### src/rtl/writeback_arbiter_if.sv
// Writeback bus between the load/ALU producers, the arbiter and the register file write port.
// The arbiter attaches through the slave modport; producers and consumers use the master modport.
interface writeback_arbiter_if;
  logic        ld_valid;
  logic        ld_ready;
  logic [4:0]  ld_rd;
  logic [31:0] ld_data;
  logic        alu_valid;
  logic        alu_ready;
  logic [4:0]  alu_rd;
  logic [31:0] alu_data;
  logic        WE3;
  logic [4:0]  A3;
  logic [31:0] WD3;
  logic [4:0]  q_rd;
  logic        q_hit;
  logic [31:0] q_data;
  logic [2:0]  occ;

  modport slave (
    input  ld_valid, ld_rd, ld_data, alu_valid, alu_rd, alu_data, q_rd,
    output ld_ready, alu_ready, WE3, A3, WD3, q_hit, q_data, occ
  );

  modport master (
    output ld_valid, ld_rd, ld_data, alu_valid, alu_rd, alu_data, q_rd,
    input  ld_ready, alu_ready, WE3, A3, WD3, q_hit, q_data, occ
  );
endinterface

### src/rtl/writeback_arbiter.sv
// Merges load and ALU results into a 4-entry FIFO that drains one register-file write per cycle.
// Define WB_FORWARD_EN to build the pending-write forwarding query (q_hit/q_data).
module writeback_arbiter (
  input  logic              clk,
  input  logic              rst,
  writeback_arbiter_if.slave wb
);
  localparam int DEPTH = 4;

  logic [4:0]  rd_q   [DEPTH];
  logic [31:0] data_q [DEPTH];
  logic [1:0]  head_q, head_d;
  logic [1:0]  tail_q, tail_d;
  logic [2:0]  occ_q, occ_d;

  logic        ld_ready_s, alu_ready_s;
  logic        ld_push_s, alu_push_s, pop_s;
  logic [1:0]  push_cnt_s;
  logic [1:0]  alu_slot_s;

  // Readiness looks only at registered occupancy; a pop this cycle does not free a slot early.
  always_comb begin
    ld_ready_s  = rst & (occ_q != 3'd4);
    alu_ready_s = rst & ((occ_q <= 3'd2) | ((occ_q == 3'd3) & ~wb.ld_valid));
  end

  assign wb.ld_ready  = ld_ready_s;
  assign wb.alu_ready = alu_ready_s;

  // Handshakes to x0 complete but never occupy a slot.
  assign ld_push_s  = wb.ld_valid  & ld_ready_s  & (wb.ld_rd  != 5'd0);
  assign alu_push_s = wb.alu_valid & alu_ready_s & (wb.alu_rd != 5'd0);
  assign pop_s      = (occ_q != 3'd0);

  // Next-state pointers and occupancy; the load takes the tail slot first.
  always_comb begin
    push_cnt_s = {1'b0, ld_push_s} + {1'b0, alu_push_s};
    alu_slot_s = tail_q + {1'b0, ld_push_s};
    tail_d     = tail_q + push_cnt_s;
    head_d     = head_q + {1'b0, pop_s};
    occ_d      = occ_q + {1'b0, push_cnt_s} - {2'b00, pop_s};
  end

  // Queue state update with synchronous active-low reset.
  always_ff @(posedge clk) begin
    if (!rst) begin
      head_q <= 2'd0;
      tail_q <= 2'd0;
      occ_q  <= 3'd0;
      for (int i = 0; i < DEPTH; i++) begin
        rd_q[i]   <= 5'd0;
        data_q[i] <= 32'd0;
      end
    end else begin
      head_q <= head_d;
      tail_q <= tail_d;
      occ_q  <= occ_d;
      if (ld_push_s) begin
        rd_q[tail_q]   <= wb.ld_rd;
        data_q[tail_q] <= wb.ld_data;
      end
      if (alu_push_s) begin
        rd_q[alu_slot_s]   <= wb.alu_rd;
        data_q[alu_slot_s] <= wb.alu_data;
      end
    end
  end

  assign wb.occ = occ_q;
  assign wb.WE3 = pop_s;
  assign wb.A3  = pop_s ? rd_q[head_q]   : 5'd0;
  assign wb.WD3 = pop_s ? data_q[head_q] : 32'd0;

`ifdef WB_FORWARD_EN
  logic        q_hit_s;
  logic [31:0] q_data_s;
  logic [1:0]  fwd_idx_s;

  // Walk oldest to youngest so the last match left standing is the youngest pending write.
  always_comb begin
    q_hit_s   = 1'b0;
    q_data_s  = 32'd0;
    fwd_idx_s = 2'd0;
    for (int i = 0; i < DEPTH; i++) begin
      fwd_idx_s = head_q + 2'(i);
      if ((3'(i) < occ_q) && (rd_q[fwd_idx_s] == wb.q_rd) && (wb.q_rd != 5'd0)) begin
        q_hit_s  = 1'b1;
        q_data_s = data_q[fwd_idx_s];
      end else begin
        q_hit_s  = q_hit_s;
        q_data_s = q_data_s;
      end
    end
  end

  assign wb.q_hit  = q_hit_s;
  assign wb.q_data = q_data_s;
`else
  assign wb.q_hit  = 1'b0;
  assign wb.q_data = 32'd0;
`endif

endmodule
### src/flat_wrapper.sv
// flat-port wrapper written by rule: the top's interface ports become plain ports
module writeback_arbiter_flat 
  (clk, rst, wb_ld_valid, wb_ld_rd, wb_ld_data, wb_alu_valid, wb_alu_rd, wb_alu_data, wb_q_rd, wb_ld_ready, wb_alu_ready, wb_WE3, wb_A3, wb_WD3, wb_q_hit, wb_q_data, wb_occ);
  writeback_arbiter_if wb_i ();
  input  logic clk;
  input  logic rst;
  input wire logic [$bits(wb_i.ld_valid)-1:0] wb_ld_valid;
  input wire logic [$bits(wb_i.ld_rd)-1:0] wb_ld_rd;
  input wire logic [$bits(wb_i.ld_data)-1:0] wb_ld_data;
  input wire logic [$bits(wb_i.alu_valid)-1:0] wb_alu_valid;
  input wire logic [$bits(wb_i.alu_rd)-1:0] wb_alu_rd;
  input wire logic [$bits(wb_i.alu_data)-1:0] wb_alu_data;
  input wire logic [$bits(wb_i.q_rd)-1:0] wb_q_rd;
  output wire logic [$bits(wb_i.ld_ready)-1:0] wb_ld_ready;
  output wire logic [$bits(wb_i.alu_ready)-1:0] wb_alu_ready;
  output wire logic [$bits(wb_i.WE3)-1:0] wb_WE3;
  output wire logic [$bits(wb_i.A3)-1:0] wb_A3;
  output wire logic [$bits(wb_i.WD3)-1:0] wb_WD3;
  output wire logic [$bits(wb_i.q_hit)-1:0] wb_q_hit;
  output wire logic [$bits(wb_i.q_data)-1:0] wb_q_data;
  output wire logic [$bits(wb_i.occ)-1:0] wb_occ;
  assign wb_i.ld_valid = wb_ld_valid;
  assign wb_i.ld_rd = wb_ld_rd;
  assign wb_i.ld_data = wb_ld_data;
  assign wb_i.alu_valid = wb_alu_valid;
  assign wb_i.alu_rd = wb_alu_rd;
  assign wb_i.alu_data = wb_alu_data;
  assign wb_i.q_rd = wb_q_rd;
  assign wb_ld_ready = wb_i.ld_ready;
  assign wb_alu_ready = wb_i.alu_ready;
  assign wb_WE3 = wb_i.WE3;
  assign wb_A3 = wb_i.A3;
  assign wb_WD3 = wb_i.WD3;
  assign wb_q_hit = wb_i.q_hit;
  assign wb_q_data = wb_i.q_data;
  assign wb_occ = wb_i.occ;
  writeback_arbiter u_core (.clk(clk), .rst(rst), .wb(wb_i));
endmodule
### config.mk
export PLATFORM = sky130hd
export DESIGN_NAME = writeback_arbiter_flat
export DESIGN_NICKNAME = d
export VERILOG_FILES = /design/src/rtl/writeback_arbiter_if.sv /design/src/rtl/writeback_arbiter.sv /design/src/flat_wrapper.sv
export SDC_FILE = /design/constraint.sdc
export NUM_CORES = 1
export LEC_CHECK = 0
export ABC_AREA = 1
export CELL_PAD_IN_SITES_DETAIL_PLACEMENT = 0
export CELL_PAD_IN_SITES_GLOBAL_PLACEMENT = 1
export CORE_ASPECT_RATIO = 1.4
export CORE_MARGIN = 5
export CORE_UTILIZATION = 46
export CTS_CLUSTER_DIAMETER = 100
export DETAILED_ROUTE_END_ITERATION = 6
export DONT_BUFFER_PORTS = 1
export PLACE_DENSITY = 0.86
export SYNTH_ARGS = -nofsm -noshare
export SYNTH_HDL_FRONTEND = slang
export SYNTH_SLANG_ARGS = --single-unit
### constraint.sdc
create_clock -name clk -period 7.6 [get_ports clk]
set_clock_uncertainty 0.15 [all_clocks]
set_input_delay 0.38 -clock clk [delete_from_list [all_inputs] [get_ports clk]]
set_output_delay 0.38 -clock clk [all_outputs]
set_load 0.05 [all_outputs]
==> flow_summary.json, run 1 <==
{
  "floorplan.die.height_um": 179,
  "grt_util_all_layers_pct": 23.2,
  "final-setup-viol-count": 0,
  "synth_cell_types": 27,
  "synth_warnings": 0,
  "max_slew_margin_pct": 21.3,
  "tritoncts": "yes",
  "core-area_mm2": 0.0199,
  "synth_area_per_cell_um2": 7.53,
  "timing_max_transition_violations_final": 0,
  "rows": 61,
  "detail_route.first_pass.iterations": 7,
  "maxCapViolations": 0,
  "p_leak_nw": 4.65,
  "port-buffer-count": 0,
  "report.final.hold_viol_count": 0,
  "grt_start_max_net_pins": 76,
  "clk_root_buffer_cell": "clkbuf_16",
  "critPathLaunchType": "flop",
  "post_drt_via_cell_ratio": 5.17,
  "postPlaceCellArea_mm2": 0.00923,
  "dp_cells": 1428,
  "place.detailed.hpwl_um": 14600,
  "grt_pass1_wl_um": 41200,
  "rsz_0062_raised_after_global_routing": "false",
  "detail_route.wirelength_um": 26700,
  "drc_errors": 0,
  "finalNetCount": 1324,
  "crit_path_dat_ps": 4200,
  "element_type_at_the_critical_path_end": "flop",
  "hold_path_class": "input pin to flop",
  "start_util_pct": 46.9,
  "slowest_delay_ps": 800,
  "floorplan.io_pins": 159,
  "finalCritPeriodShare_pct": 56.2,
  "detail-route-antenna-nets": 0,
  "vias_in_the_first_global_route": 7601,
  "critPathMaxFanout": 75,
  "reg2reg_setup_slack_ps": 3330,
  "initial_antenna_violation_count": 0,
  "criticalPathCategory": "flop to flop",
  "drive_above_1_share_pct": 5.06,
  "fillCellCount": 1922,
  "area.growth.synth_to_final_pct": 9.27,
  "die-width_um": 130,
  "post_synth_instance_area_mm2": 0.00934,
  "instances_no_fill": 1498,
  "tightestPinTransition_ps": 1180,
  "ffs_latches_synth": 155,
  "final_hold_slack_ps": 12.9,
  "routed-via-count": 7749,
  "final_area_mm2": 0.0102,
  "most-common-layout-cells": "nand2_1, nor2_1, edfxtp_1",
  "max-clock-path-buffers": 2,
  "critical_path.cell_chain": "inv_1 -> nand2_1 -> o21ai_4 -> nand3_1 -> inv_1 -> ha_1 -> xor2_1 -> inv_1 -> nand2_1 -> nor2_4 -> buf_4 -> nand3b_1 -> buf_4",
  "routed_wire_length_per_instance_um": 17.8,
  "crit_slowest_cell": "nand3b_1",
  "first_iter_violations": 661,
  "cellPowerDensity_mw_per_mm2": 382,
  "synth_sequential_area_ratio_pct": 49.1,
  "clkSlewWorstSetupHoldPaths_ps": 80,
  "cts.sink_count": 155,
  "run_status": "complete, no violations",
  "global_route.overflow_total": 0,
  "clkLatencyLatePin_ps": 430,
  "totalNegativeSetupSlack_ps": 0,
  "area_of_the_die_mm2": 0.0233,
  "synthesized_netlist_cell_count": 1241,
  "crit_required_ps": 7530,
  "cts_max_level": 4,
  "routabilityCongestion": 0.773,
  "crit_top_cell": "inv_1",
  "numCtsBuffers": 17,
  "fin_crit_ps": 4270,
  "final_common_cell": "nand2_1",
  "antennaDiodeCount": 0,
  "peak_clock_frequency_supported_by_timing_mhz": 234,
  "vdd_drop_max_v": 0.000164
}
==> cell families after synthesis <==
group                    count (synthesis)  synth area share, %
AO/OA/AOI/OAI                          116                 6.25
XOR/XNOR                                 4                0.375
adder cells (fa/ha/maj)                  8                 1.15
buffers and inverters                  175                 9.83
flip-flops                             155                 49.1
other                                    1               0.0401
AND/OR/NAND/NOR                        782                 33.3
==> Yosys cell counts, drive strengths merged <==
master  count  share of area, %
xor2        2              0.19
nand3b      3              0.24
inv        62               2.5
a21oi      39               2.1
fa          1              0.21
nand4      40               2.7
o21ai      77               4.2
conb        1             0.040
xnor2       2              0.19
clkbuf     18              0.72
ha          7              0.94
buf        95               6.6
nand2     385                15
dfxtp       7               1.5
nand3       6              0.32
nor2      348                14
edfxtp    148                48
==> worst max-delay path: cells and delay by family (launching register included) <==
kind | cells | cell delay [ps]
DFF | 1 | 690
AOI/OAI and AO/OA | 1 | 70
adders and majority gates | 1 | 190
xor gates and xnor gates | 1 | 170
and+or+nand+nor | 5 | 1230
buffers and inverters | 5 | 1420
==> metrics by stage <==
step / util, % / total power [mW] / setup WS, ps
2_1_floorplan: - / 2.70 / 3730
3_5_place_dp: 46.3 / 3.03 / 3270
3_3_place_gp: 46.3 / 3.01 / 3320
4_1_cts: 51.3 / 3.93 / 3240
6_report: 51.3 / 3.90 / 3330
5_1_grt: 51.3 / 4.12 / 2980
==> power breakdown <==
part           switching (mW)  internal (mW)  total, mW
combinational            1.42          0.330       1.75
sequential             0.0771           1.19       1.27
clock                   0.358          0.520      0.879
total                    1.86           2.04       3.90
==> flip-flops by register name, indices dropped and copies added, names as in the netlist <==
name / flops
u_core.head_q: 2
u_core.rd_q: 20
u_core.wb.occ: 3
u_core.data_q: 128
u_core.tail_q: 2
==> area by class of cell <==
type                    instances  area [µm²]  area share (%)
flip-flops and latches        155        4590            44.9
multi-input cells             943        3980            38.9
repair buffers                 54         500            4.90
clock buffers                  19         433            4.24
well taps                     252         315            3.09
inverters                      62         233            2.28
clock inverters                13         165            1.62
==> worst paths after layout <==
kind                               startpoint                             end  depth (start not counted)
setup / recovery  u_core.wb.occ[2]$_SDFF_PN0_  u_core.data_q[0][13]$_DFFE_PP_                         13
hold / removal                wb_alu_data[10]  u_core.data_q[1][10]$_DFFE_PP_                          2
setup reg to reg  u_core.wb.occ[2]$_SDFF_PN0_  u_core.data_q[0][13]$_DFFE_PP_                         13
hold reg to reg   u_core.tail_q[1]$_SDFF_PN0_     u_core.tail_q[1]$_SDFF_PN0_                          2
==> per-layer routing <==
metal	up-vias	wire length [µm]	global-route usage, %	part of all wire [%]
li1	3891	-	-	-
met1	3565	10400	26.6	39
met2	261	13900	42.7	52
met3	32	1840	4.61	6.9
met4	0	585	7.68	2.2
met5	-	0	0	0
==> timing repair <==
| action | 4_1_cts | 5_1_grt |
|---|---|---|
| resized for setup | 0 | 0 |
| hold buffers | 38 | 0 |
| setup buffers | 0 | 0 |
| endpoints found under the hold margin | 103 | 0 |
| endpoints found under the setup margin | 0 | 0 |
No activity file was read; power rests on OpenSTA's default activity.
==> run 2, diff against run 1 <==
Settings changed: ABC_AREA 1 to 0, PLACE_DENSITY 0.86 to 0.8.
Clock period 7.6 ns to 4.37 ns, I/O delays scaled along.
==> run 2 against run 1 <==
Hold slack better by 98 ps. Synthesized area fell by 3.8%. Final cell count decreased by 29%. Critical endpoint is now u_core.data_q[1][10]$_DFFE_PP_. Largest power group unchanged.
==> flow_summary.json, run 2 <==
{
  "fillCellCount": 1581,
  "global_route.usage.met2_pct": 38.0,
  "grt.met3_usage_pct": 4.84,
  "timing_max_transition_violations_final": 0,
  "initial_antenna_violation_count": 0,
  "core-area_mm2": 0.0192,
  "ffs_latches_synth": 155,
  "synth-async-reset-ratio_pct": 0,
  "global_route.overflow_total": 0,
  "totalNegativeSetupSlack_ps": 0,
  "power.share.switching_pct": 42.0,
  "run_status": "complete, no violations",
  "synth_warnings": 0,
  "yosysTopAreaCell": "edfxtp_1",
  "clkLatencyLatePin_ps": 420,
  "routed-via-count": 6227,
  "clkSlewWorstSetupHoldPaths_ps": 70,
  "floorplan.die.height_um": 175,
  "crit_path_dat_ps": 4080,
  "post_synth_instance_area_mm2": 0.00899,
  "area_of_the_die_mm2": 0.0225,
  "numCtsBuffers": 17,
  "critPathLaunchType": "flop",
  "synth_simple_gate_area_share_pct": 12.8,
  "finalCritPeriodShare_pct": 92.9,
  "first_iter_violations": 611,
  "critical_path.cell_chain": "or3b_2 -> o211a_4 -> ha_1 -> xor2_1 -> inv_1 -> nand4_1 -> buf_4 -> mux2i_1 -> dlygate4sd3_1",
  "global_route.peak_usage_layer": "met2",
  "port-buffer-count": 0,
  "detail_route.first_pass.iterations": 7,
  "rsz_0062_raised_after_global_routing": "false",
  "drc_errors": 0,
  "place.detailed.hpwl_um": 13500,
  "crit_required_ps": 4400,
  "tightestPinTransition_ps": 1200,
  "p_switching_mw": 2.55,
  "max-clock-path-buffers": 2,
  "grt_start_max_net_pins": 102,
  "synthTopCellsByArea": "edfxtp_1, mux2i_1, mux4_2",
  "final-setup-viol-count": 0,
  "synth_cell_types": 31,
  "netlist_top_cells_count": "edfxtp_1, mux2i_1, nand3_1",
  "floorplan.io_pins": 159,
  "comb_power_share_pct": 40.1,
  "criticalPathCategory": "flop to flop",
  "critical_path_buf_inv_count": 3,
  "largest_register_ff_count": 128,
  "finalWorstSetupSlack_ps": 312,
  "start_util_pct": 46.8,
  "hold_path_class": "input pin to flop",
  "p_leak_nw": 4.63,
  "synth_sequential_area_ratio_pct": 51.0,
  "synth_area_per_cell_um2": 12.6,
  "area.growth.synth_to_final_pct": 19.5,
  "main_combinational_cell_family_by_area_after_synthesis": "multiplexers",
  "maxCapViolations": 0,
  "rows": 60,
  "synthesized_netlist_cell_count": 714,
  "synth_xor_xnor_area_share_pct": 0.584,
  "antennaDiodeCount": 0,
  "synth_enable_flop_cells": 148,
  "synth_adder_area_share_pct": 1.20,
  "element_type_at_the_critical_path_end": "flop",
  "cellPowerDensity_mw_per_mm2": 565,
  "cts.sink_count": 155,
  "post_drt_via_cell_ratio": 5.86,
  "most-common-layout-cells": "mux2i_1, edfxtp_1, dlygate4sd3_1",
  "met1_usage_pct": 24.2,
  "power.internal_mw": 3.52,
  "grt_util_all_layers_pct": 21.4,
  "compound_gate_fraction_of_synth_area_pct": 0.111,
  "register_with_the_most_flip_flops": "u_core.data_q",
  "slowest_delay_ps": 720,
  "peak_clock_frequency_supported_by_timing_mhz": 246,
  "cts_setup_buffers": 0,
  "report.final.hold_viol_count": 0,
  "utilization_pct": 55.9,
  "critPathMaxFanout": 43,
  "synth_ff_type": "edfxtp_1",
  "place_worst_setup_slack_ps": 833,
  "cts_max_level": 4,
  "max_slew_margin_pct": 20.0,
  "fin_crit_ps": 4060,
  "vdd_drop_max_v": 0.000361,
  "grt_pass1_wl_um": 36600,
  "clk_root_buffer_cell": "clkbuf_16",
  "netlist.area_leader.share_pct": 49.4,
  "clock_power_share_pct": 23.4,
  "routabilityCongestion": 0.769,
  "detail-route-antenna-nets": 0,
  "die-width_um": 128,
  "post_synth_mux_area_share_pct": 25.7,
  "routed_wire_length_per_instance_um": 22.6,
  "total_power_mw": 6.07,
  "detail_route.wirelength_um": 24000,
  "crit_slowest_cell": "dfxtp_1",
  "critPathTopFamily": "buffers and inverters",
  "vias_in_the_first_global_route": 6829,
  "drive_above_1_share_pct": 12.2,
  "p_seq_share_pct": 36.5,
  "tritoncts": "yes",
  "finalNetCount": 892
}
[run 2: cell types whose count changed in the layout (fill, tap and decap cells not counted), moves of 37 or more]
cell	delta
mux4_2	+37
mux2i_1	+148
nand3_1	+99
nand2_1	-343
a21oi_1	-39
nor2_1	-340
dlygate4sd3_1	+73
nor2b_1	+37
o21ai_0	-67
[run 2: path summary, 6_finish.rpt]
path                                         end                        start  slack (ps)  cells after the start
hold reg to reg      u_core.tail_q[0]$_SDFF_PN0_  u_core.tail_q[0]$_SDFF_PN0_         700                      2
setup / recovery  u_core.data_q[1][10]$_DFFE_PP_  u_core.wb.occ[0]$_SDFF_PN0_         310                      9
hold / removal    u_core.data_q[2][26]$_DFFE_PP_                          rst         110                      1
setup reg to reg  u_core.data_q[1][10]$_DFFE_PP_  u_core.wb.occ[0]$_SDFF_PN0_         310                      9
[run 2: timing repair]
action	4_1_cts	5_1_grt
hold buffers	111	0
resized for setup	0	0
endpoints found under the setup margin	0	0
hold endpoints to repair	155	0
[run 2: cells by family after synthesis]
family,Yosys count
XOR/XNOR,6
flip-flops,155
multiplexers,185
AO/OA/AOI/OAI,1
AND/OR/NAND/NOR,220
adder cells (fa/ha/maj),8
other,1
buffers and inverters,138
[run 2: layout make-up]
cell class              count  area (µm²)  area share (%)
clock buffers              17         425            3.96
clock inverters            15         140            1.30
inverters                  45         169            1.57
multi-input cells         453        3830            35.6
flip-flops and latches    155        4590            42.7
well taps                 248         310            2.89
repair buffers            129        1280            11.9
[run 2: metrics by stage]
| stage | hold slack [ps] | area (µm²) | cells |
|---|---|---|---|
| floorplan | 190 | 9110 | 746 |
| global placement | 192 | 9070 | 919 |
| detailed placement | 194 | 9070 | 919 |
| CTS | 92.7 | 10700 | 1062 |
| global route | 103 | 10700 | 1062 |
| finish | 111 | 10700 | 1062 |
[run 2: per-layer routing]
layer | share of wire [%] | wire (µm) | vias up
li1 | - | - | 2727
met1 | 36 | 8660 | 3101
met2 | 53 | 12800 | 330
met3 | 7.5 | 1810 | 69
met4 | 3.1 | 745 | 0
met5 | 0 | 0 | -
[run 2: power by group through the flow]
stage / sequential [mW] / combinational (mW) / clock [mW]
final: 2.22 / 2.43 / 1.42
after global routing: 2.26 / 2.55 / 1.50
after CTS: 2.22 / 2.44 / 1.43
after detailed placement: 2.26 / 2.32 / 0
after global placement: 2.23 / 2.28 / 0
after floorplan: 2.07 / 2.04 / 0
[run 2: worst register-to-register path, cell delays in order, from the launching register on]
cell and delay [ps]:
dfxtp_1 720, or3b_2 280, o211a_4 490, ha_1 270, xor2_1 270, inv_1 80, nand4_1 140, buf_4 690
mux2i_1 160, dlygate4sd3_1 580
